==> src/rtl/codec_init_pkg.sv <==
// Shared types and constants for the codec power-up sequencer.
package codec_init_pkg;

  localparam int REG_ADDR_W = 16;
  localparam int REG_DATA_W = 8;
  localparam int ENTRY_W    = REG_ADDR_W + REG_DATA_W;

  localparam logic [REG_ADDR_W-1:0] TERMINATOR = 16'hFFFF;

  typedef enum logic [3:0] {
    IDLE,
    SETTLE,
    FETCH,
    LATCH,
    DEV,
    RAH,
    RAL,
    DAT,
    NEXT,
    DONE,
    ERR
  } state_t;

endpackage

==> src/rtl/codec_init_seq.sv <==
// Walks the codec register table and issues each entry as a 4-byte I2C write.
// Optional NACK retry is built when CODEC_INIT_RETRY_EN is defined.
module codec_init_seq
  import codec_init_pkg::*;
#(
  parameter logic [6:0] CODEC_ADDR    = 7'h3B,
  parameter int         NUM_ENTRIES   = 32,
  parameter int         SETTLE_CYCLES = 1000,
  parameter int         MAX_RETRY     = 3
) (
  input  logic               ACLK,
  input  logic               ARESETN,
  input  logic               start,
  output logic               busy,
  output logic               done,
  output logic               error,
  output logic [7:0]         err_index,
  output logic [7:0]         tbl_addr,
  input  logic [ENTRY_W-1:0] tbl_data,
  output logic               cmd_valid,
  input  logic               cmd_ready,
  output logic [7:0]         cmd_data,
  output logic               cmd_start,
  output logic               cmd_stop,
  input  logic               rsp_valid,
  input  logic               rsp_nack,
  output logic               i2s_enable
);

  localparam logic [31:0] SETTLE_LAST = 32'(SETTLE_CYCLES - 1);

  state_t                  state;
  logic [31:0]             settle_cnt;
  logic [8:0]              index;
  logic [8:0]              index_inc;
  logic                    last_entry;
  logic                    wait_rsp;
  logic                    in_byte_state;
  logic                    rsp_take;
  logic [REG_ADDR_W-1:0]   reg_addr;
  logic [REG_DATA_W-1:0]   reg_data;
  logic [7:0]              byte_data;
  state_t                  byte_next;

`ifdef CODEC_INIT_RETRY_EN
  logic [7:0]              retry_cnt;
`else
  logic                    unused_max_retry;
  assign unused_max_retry = ^MAX_RETRY;
`endif

  assign index_inc     = index + 9'd1;
  assign last_entry    = (index_inc == 9'(NUM_ENTRIES));
  assign in_byte_state = state inside {DEV, RAH, RAL, DAT};
  // A response may arrive in the same cycle as the handshake that carried its byte.
  assign rsp_take      = in_byte_state && rsp_valid && (wait_rsp || (cmd_valid && cmd_ready));
  assign i2s_enable    = done;

  always_comb begin
    byte_data = {CODEC_ADDR, 1'b0};
    byte_next = NEXT;
    case (state)
      DEV: begin byte_data = {CODEC_ADDR, 1'b0}; byte_next = RAH; end
      RAH: begin byte_data = reg_addr[15:8];     byte_next = RAL; end
      RAL: begin byte_data = reg_addr[7:0];      byte_next = DAT; end
      DAT: begin byte_data = reg_data;           byte_next = NEXT; end
      default: ;
    endcase
  end

  always_ff @(posedge ACLK or negedge ARESETN) begin
    if (!ARESETN) begin
      state      <= IDLE;
      settle_cnt <= '0;
      index      <= '0;
      wait_rsp   <= 1'b0;
      reg_addr   <= '0;
      reg_data   <= '0;
      busy       <= 1'b0;
      done       <= 1'b0;
      error      <= 1'b0;
      err_index  <= '0;
      tbl_addr   <= '0;
      cmd_valid  <= 1'b0;
      cmd_data   <= '0;
      cmd_start  <= 1'b0;
      cmd_stop   <= 1'b0;
`ifdef CODEC_INIT_RETRY_EN
      retry_cnt  <= '0;
`endif
    end else begin
      case (state)
        IDLE, DONE, ERR: begin
          if (start) begin
            busy       <= 1'b1;
            done       <= 1'b0;
            error      <= 1'b0;
            err_index  <= '0;
            index      <= '0;
            tbl_addr   <= '0;
            settle_cnt <= '0;
`ifdef CODEC_INIT_RETRY_EN
            retry_cnt  <= '0;
`endif
            state      <= (SETTLE_CYCLES == 0) ? FETCH : SETTLE;
          end
        end
        SETTLE: begin
          if (settle_cnt == SETTLE_LAST) state <= FETCH;
          else                           settle_cnt <= settle_cnt + 32'd1;
        end
        FETCH: state <= LATCH;
        LATCH: begin
          reg_addr <= tbl_data[ENTRY_W-1:REG_DATA_W];
          reg_data <= tbl_data[REG_DATA_W-1:0];
          if (tbl_data[ENTRY_W-1:REG_DATA_W] == TERMINATOR) begin
            state <= DONE;
            busy  <= 1'b0;
            done  <= 1'b1;
          end else begin
            state <= DEV;
          end
        end
        DEV, RAH, RAL, DAT: begin
          if (!cmd_valid && !wait_rsp) begin
            cmd_valid <= 1'b1;
            cmd_data  <= byte_data;
            cmd_start <= (state == DEV);
            cmd_stop  <= (state == DAT);
          end else if (cmd_valid && cmd_ready) begin
            cmd_valid <= 1'b0;
            wait_rsp  <= 1'b1;
          end
          if (rsp_take) begin
            wait_rsp <= 1'b0;
            if (rsp_nack) begin
`ifdef CODEC_INIT_RETRY_EN
              if (32'(retry_cnt) < MAX_RETRY) begin
                retry_cnt <= retry_cnt + 8'd1;
                state     <= DEV;
              end else begin
                state     <= ERR;
                error     <= 1'b1;
                err_index <= index[7:0];
                busy      <= 1'b0;
              end
`else
              state     <= ERR;
              error     <= 1'b1;
              err_index <= index[7:0];
              busy      <= 1'b0;
`endif
            end else if (state == DAT && last_entry) begin
              // Finish straight from the last response so done follows it by one cycle.
              state <= DONE;
              busy  <= 1'b0;
              done  <= 1'b1;
            end else begin
              state <= byte_next;
            end
          end
        end
        NEXT: begin
          index    <= index_inc;
          tbl_addr <= index_inc[7:0];
`ifdef CODEC_INIT_RETRY_EN
          retry_cnt <= '0;
`endif
          if (last_entry) begin
            state <= DONE;
            busy  <= 1'b0;
            done  <= 1'b1;
          end else begin
            state <= FETCH;
          end
        end
        default: state <= IDLE;
      endcase
    end
  end

endmodule

==> config.mk <==
export PLATFORM = sky130hd
export DESIGN_NAME = codec_init_seq
export DESIGN_NICKNAME = d
export VERILOG_FILES = /design/src/rtl/codec_init_pkg.sv /design/src/rtl/codec_init_seq.sv
export SDC_FILE = /design/constraint.sdc
export NUM_CORES = 1
export LEC_CHECK = 0
export ABC_AREA = 1
export CORE_MARGIN = 10
export CORE_UTILIZATION = 35
export DETAILED_ROUTE_END_ITERATION = 8
export GPL_ROUTABILITY_DRIVEN = 0
export SETUP_SLACK_MARGIN = 0.4
export SYNTH_ARGS = -nofsm -noshare
export SYNTH_HDL_FRONTEND = slang
export SYNTH_SLANG_ARGS = --single-unit
==> constraint.sdc <==
create_clock -name ACLK -period 1.6 [get_ports ACLK]
set_input_delay 0.32 -clock ACLK [delete_from_list [all_inputs] [get_ports ACLK]]
set_output_delay 0.32 -clock ACLK [all_outputs]
set_load 0.02 [all_outputs]
==> results.txt <==
----------------------------------------------------
[Run status]
  Result of the run ... finished, violations left
  Violations in the final reports ... setup timing

[CTS]
  Worst-Skew Late Latency ... 0.35 ns
  Total clock sinks ... 92
  Clk pin slew, worst setup/hold paths ... 0.07 ns
  Number of H-tree branching levels ... 3
  CTS max path bufs ... 2
  TritonCTS buffer count ... 9
  Clock tree from TritonCTS ... yes
  Library cell used as clock root buffer ... sky130_fd_sc_hd__clkbuf_16

[Logic synthesis]
  Fraction of synthesized area in multiplexers ... 0%
  Mapped Area ... 5196 um2
  Synth Net Count ... 749
  Mean instance size in the synthesized netlist ... a little over 7 um2
  Syn Inst Count ... 716
  Xor and xnor area share after synthesis ... 2.360%
  Synth top area share ... between 40% and 50%
  Synthesized-area fraction occupied by adder cells ... 0.7224%
  Top cells by area in the synthesized netlist ... sky130_fd_sc_hd__dfrtp_1, sky130_fd_sc_hd__nand2_1, sky130_fd_sc_hd__inv_1
  Part of the Yosys area used for sequential elements ... 44.31%
  Number of library cell types mapped by synthesis ... 40
  Post-synth top flop ... sky130_fd_sc_hd__dfrtp_1
  Simple-gate area share of the yosys netlist ... 35.35%
  Syn. warnings ... 0
  Number of flops mapped to enable cells by yosys ... 0
  Async set-reset flop share out of synthesis ... between 90% and 100%
  Synth area leader ... sky130_fd_sc_hd__dfrtp_1
  Main combinational cell family by area after synthesis ... simple AND/OR/NAND/NOR gates
  Synthesized-area fraction occupied by ao, oa, aoi and oai cells ... around 8.4%
  Synth Register Bits ... 92

[Route]
  DR WL/cell ... approximately 15 um
  Via total after detailed routing ... 5429
  DRC violation total after the first TritonRoute iteration ... approximately 270
  Via density ... between 4 and 5
  Number of search-and-repair iterations in the first detailed-routing pass ... 5
  DRC ... 0
  Total Wirelength ... 16540 um
  Number of antenna-violating nets in the routed design ... 0

[Place]
  HPWL after detailed placement ... 10860 um
  Placed cell area ... 6889 um2
  Post-place setup slack ... -0.4410 ns
  Buffers added on ports ... 60
  Placed cells ... approximately 1000

[STA]
  Peak Freq ... 568.7 MHz
  Setup-violating endpoint count in the final report ... 46
  Final Skew ... 0.01091 ns
  Setup Total Neg Slack ... -2.858 ns
  Setup ws final ... -0.1583 ns
  Worst slack on hold paths ... 0.3451 ns
  Unrepaired setup endpoints after global routing ... true
  Period minus WS final ... about 1.8 ns
  Worst slew margin relative to its limit ... approximately four fifths
  Worst slew pin tran ... 0.3211 ns
  Number of slew-limit violations in the final report ... 0
  Period utilization ... 109.9%
  Number of endpoints with negative hold slack in the final report ... 0

[Cells and area]
  Most frequent standard cell in the layout excluding fill and tap cells ... sky130_fd_sc_hd__nand2_1
  Ratio of cells with drive above 1 in the final layout ... about 45%
  Final-stage net count ... 963
  Layout Area Growth over Synthesis ... 67.69%
  Most used cells in the layout excluding fill and tap cells ... sky130_fd_sc_hd__nand2_1, sky130_fd_sc_hd__buf_4, sky130_fd_sc_hd__dfrtp_1, sky130_fd_sc_hd__inv_1, sky130_fd_sc_hd__buf_6
  Total of fill cells in the finished design ... 1251
  Non-filler cells in the finished layout ... about 1100
  Cell area after layout ... 8713 um2
  Ant. Diodes ... 0

[Die]
  Height of the chip ... 141.8 um
  Standard-cell rows ... 44
  Count of pins on the block boundary ... 61
  Die ar. ... 20120 um2
  Initial standard-cell utilization of the core ... 35.75%
  Core outline area ... between 10000 and 15000 um2
  Chip width ... 141.8 um

[Power and ir drop]
  IR drop worst, VDD ... 0.7965 mV
  Pwr dens ... 1488 nW/um2
  Leakage ... 4.033 nW

[Critical path]
  Critical path endpoint category ... flop
  Sort of element at the start of the critical path ... flop
  Required time at the endpoint of the critical path ... 1.85 ns
  Crit Path Category ... reg -> reg
  Critical Path Fanout Max ... 4
  Arrival time at the worst endpoint ... 2.00 ns

[GRT]
  Maximum number of pins on one net before global-route repair ... between 40 and 50
  Wire length of the first global-routing pass ... 26670 um
  Global router's overall resource usage ... 16.14%
  Via count of the first global-routing pass ... 5420
  Sum of overflow across all layers after global routing ... 0
  Antenna violations before repair ... 0

[Worst hold path]
  Path type of the worst min-delay path ... in -> async

[Run]
  Max capacitance violation total ... 0

----------------------------------------------------
[worst max-delay path, stage by stage, from the launching register on]
cell and delay [ns]:
sky130_fd_sc_hd__dfrtp_1 0.42, sky130_fd_sc_hd__ha_4 0.19, sky130_fd_sc_hd__nand2_2 0.09, sky130_fd_sc_hd__nor2_4 0.05, sky130_fd_sc_hd__nand2_1 0.06, sky130_fd_sc_hd__nand2_1 0.05, sky130_fd_sc_hd__inv_1 0.09, sky130_fd_sc_hd__nand2_1 0.10
sky130_fd_sc_hd__buf_4 0.15, sky130_fd_sc_hd__inv_2 0.04, sky130_fd_sc_hd__nand3_2 0.05, sky130_fd_sc_hd__nand2_2 0.08, sky130_fd_sc_hd__and2_4 0.14, sky130_fd_sc_hd__nand2_2 0.04, sky130_fd_sc_hd__nand2_2 0.05, sky130_fd_sc_hd__nand2_1 0.05
[where the power goes]
group | leakage (nW) | switching [mW] | total, mW | internal (mW)
Combinational | 2.71 | 4.00 | 7.57 | 3.57
Sequential | 1.20 | 0.475 | 3.40 | 2.92
Clock | 0.125 | 0.951 | 2.01 | 1.05
Total | 4.03 | 5.42 | 13.0 | 7.55
[kinds of logic after synthesis]
| group | Yosys count |
|---|---|
| adders and majority gates | 3 |
| AOI/OAI and AO/OA | 75 |
| xor gates and xnor gates | 14 |
| buffers and inverters | 110 |
| and+or+nand+nor | 422 |
| DFF | 92 |
[sequential cells by signal, indices dropped and copies added (netlist names), 2 cells and up]
register    cells
tbl_addr        7
reg_data        8
cmd_data        8
err_index       8
state           4
settle_cnt     32
index           2
reg_addr       16
[path summary, 6_finish.rpt]
| check | start | end | slack (ns) | depth (start not counted) |
|---|---|---|---|---|
| setup / recovery | tbl_addr[1] | busy | -0.16 | 15 |
| hold / removal | ARESETN | settle_cnt[30] | 0.35 | 2 |
| setup reg to reg | tbl_addr[1] | busy | -0.16 | 15 |
| hold reg to reg | reg_addr[13] | reg_addr[13] | 0.48 | 2 |
| max in group asynchronous | ARESETN | state[1] | 0.77 | 3 |
| min in group ACLK | reg_addr[13] | reg_addr[13] | 0.48 | 2 |
[metal layers]
metal	routed length (um)	track usage, %	part of all wire [%]
met1	7523	20.71	45
met2	8060	26.48	49
met3	696	3.171	4.2
met5	0	0	0
met4	255	5.487	1.5
[area by class of cell]
cell class,instances,area [um2],share of cell area (%)
clock buffer,10,229.0,2.628
clock inverter,5,37.54,0.4308
inverter,89,371.6,4.265
multi-input combinational,516,3333,38.25
sequential,92,2308,26.49
tap,184,230.2,2.642
timing repair buffer,217,2153,24.71
timing repair inverter,5,50.05,0.5744
[synth_stat cells (5+ instances only)]
library cell and n:
sky130_fd_sc_hd__nand3_1 50, sky130_fd_sc_hd__nor2_2 5, sky130_fd_sc_hd__nor2_1 67, sky130_fd_sc_hd__nand2_1 247, sky130_fd_sc_hd__o21ai_1 25, sky130_fd_sc_hd__xnor2_1 7, sky130_fd_sc_hd__o21ai_0 18, sky130_fd_sc_hd__inv_1 77
sky130_fd_sc_hd__buf_4 10, sky130_fd_sc_hd__nor3_1 20, sky130_fd_sc_hd__xor2_1 7, sky130_fd_sc_hd__nand2_4 5, sky130_fd_sc_hd__nand4_1 12, sky130_fd_sc_hd__inv_2 11, sky130_fd_sc_hd__o22ai_1 19, sky130_fd_sc_hd__dfrtp_1 92
[repair_timing]
| item | in CTS | in global routing |
|---|---|---|
| gates resized for setup | 361 | 92 |
| setup endpoints to repair | 119 | 121 |
| pin swaps | 38 | 42 |
| hold endpoints to repair | 8 | 0 |
| gates cloned | 9 | 3 |
| hold buffers | 1 | 0 |
| buffers inserted | 28 | 13 |
[metrics by stage]
step	utilization, %	power, mW
after floorplan	-	6.050
after global placement	47.40	7.766
after detailed placement	47.40	7.800
after CTS	56.57	11.91
after global routing	59.95	13.69
final	59.95	12.97
Note: power is estimated with default switching activity, not from simulation.
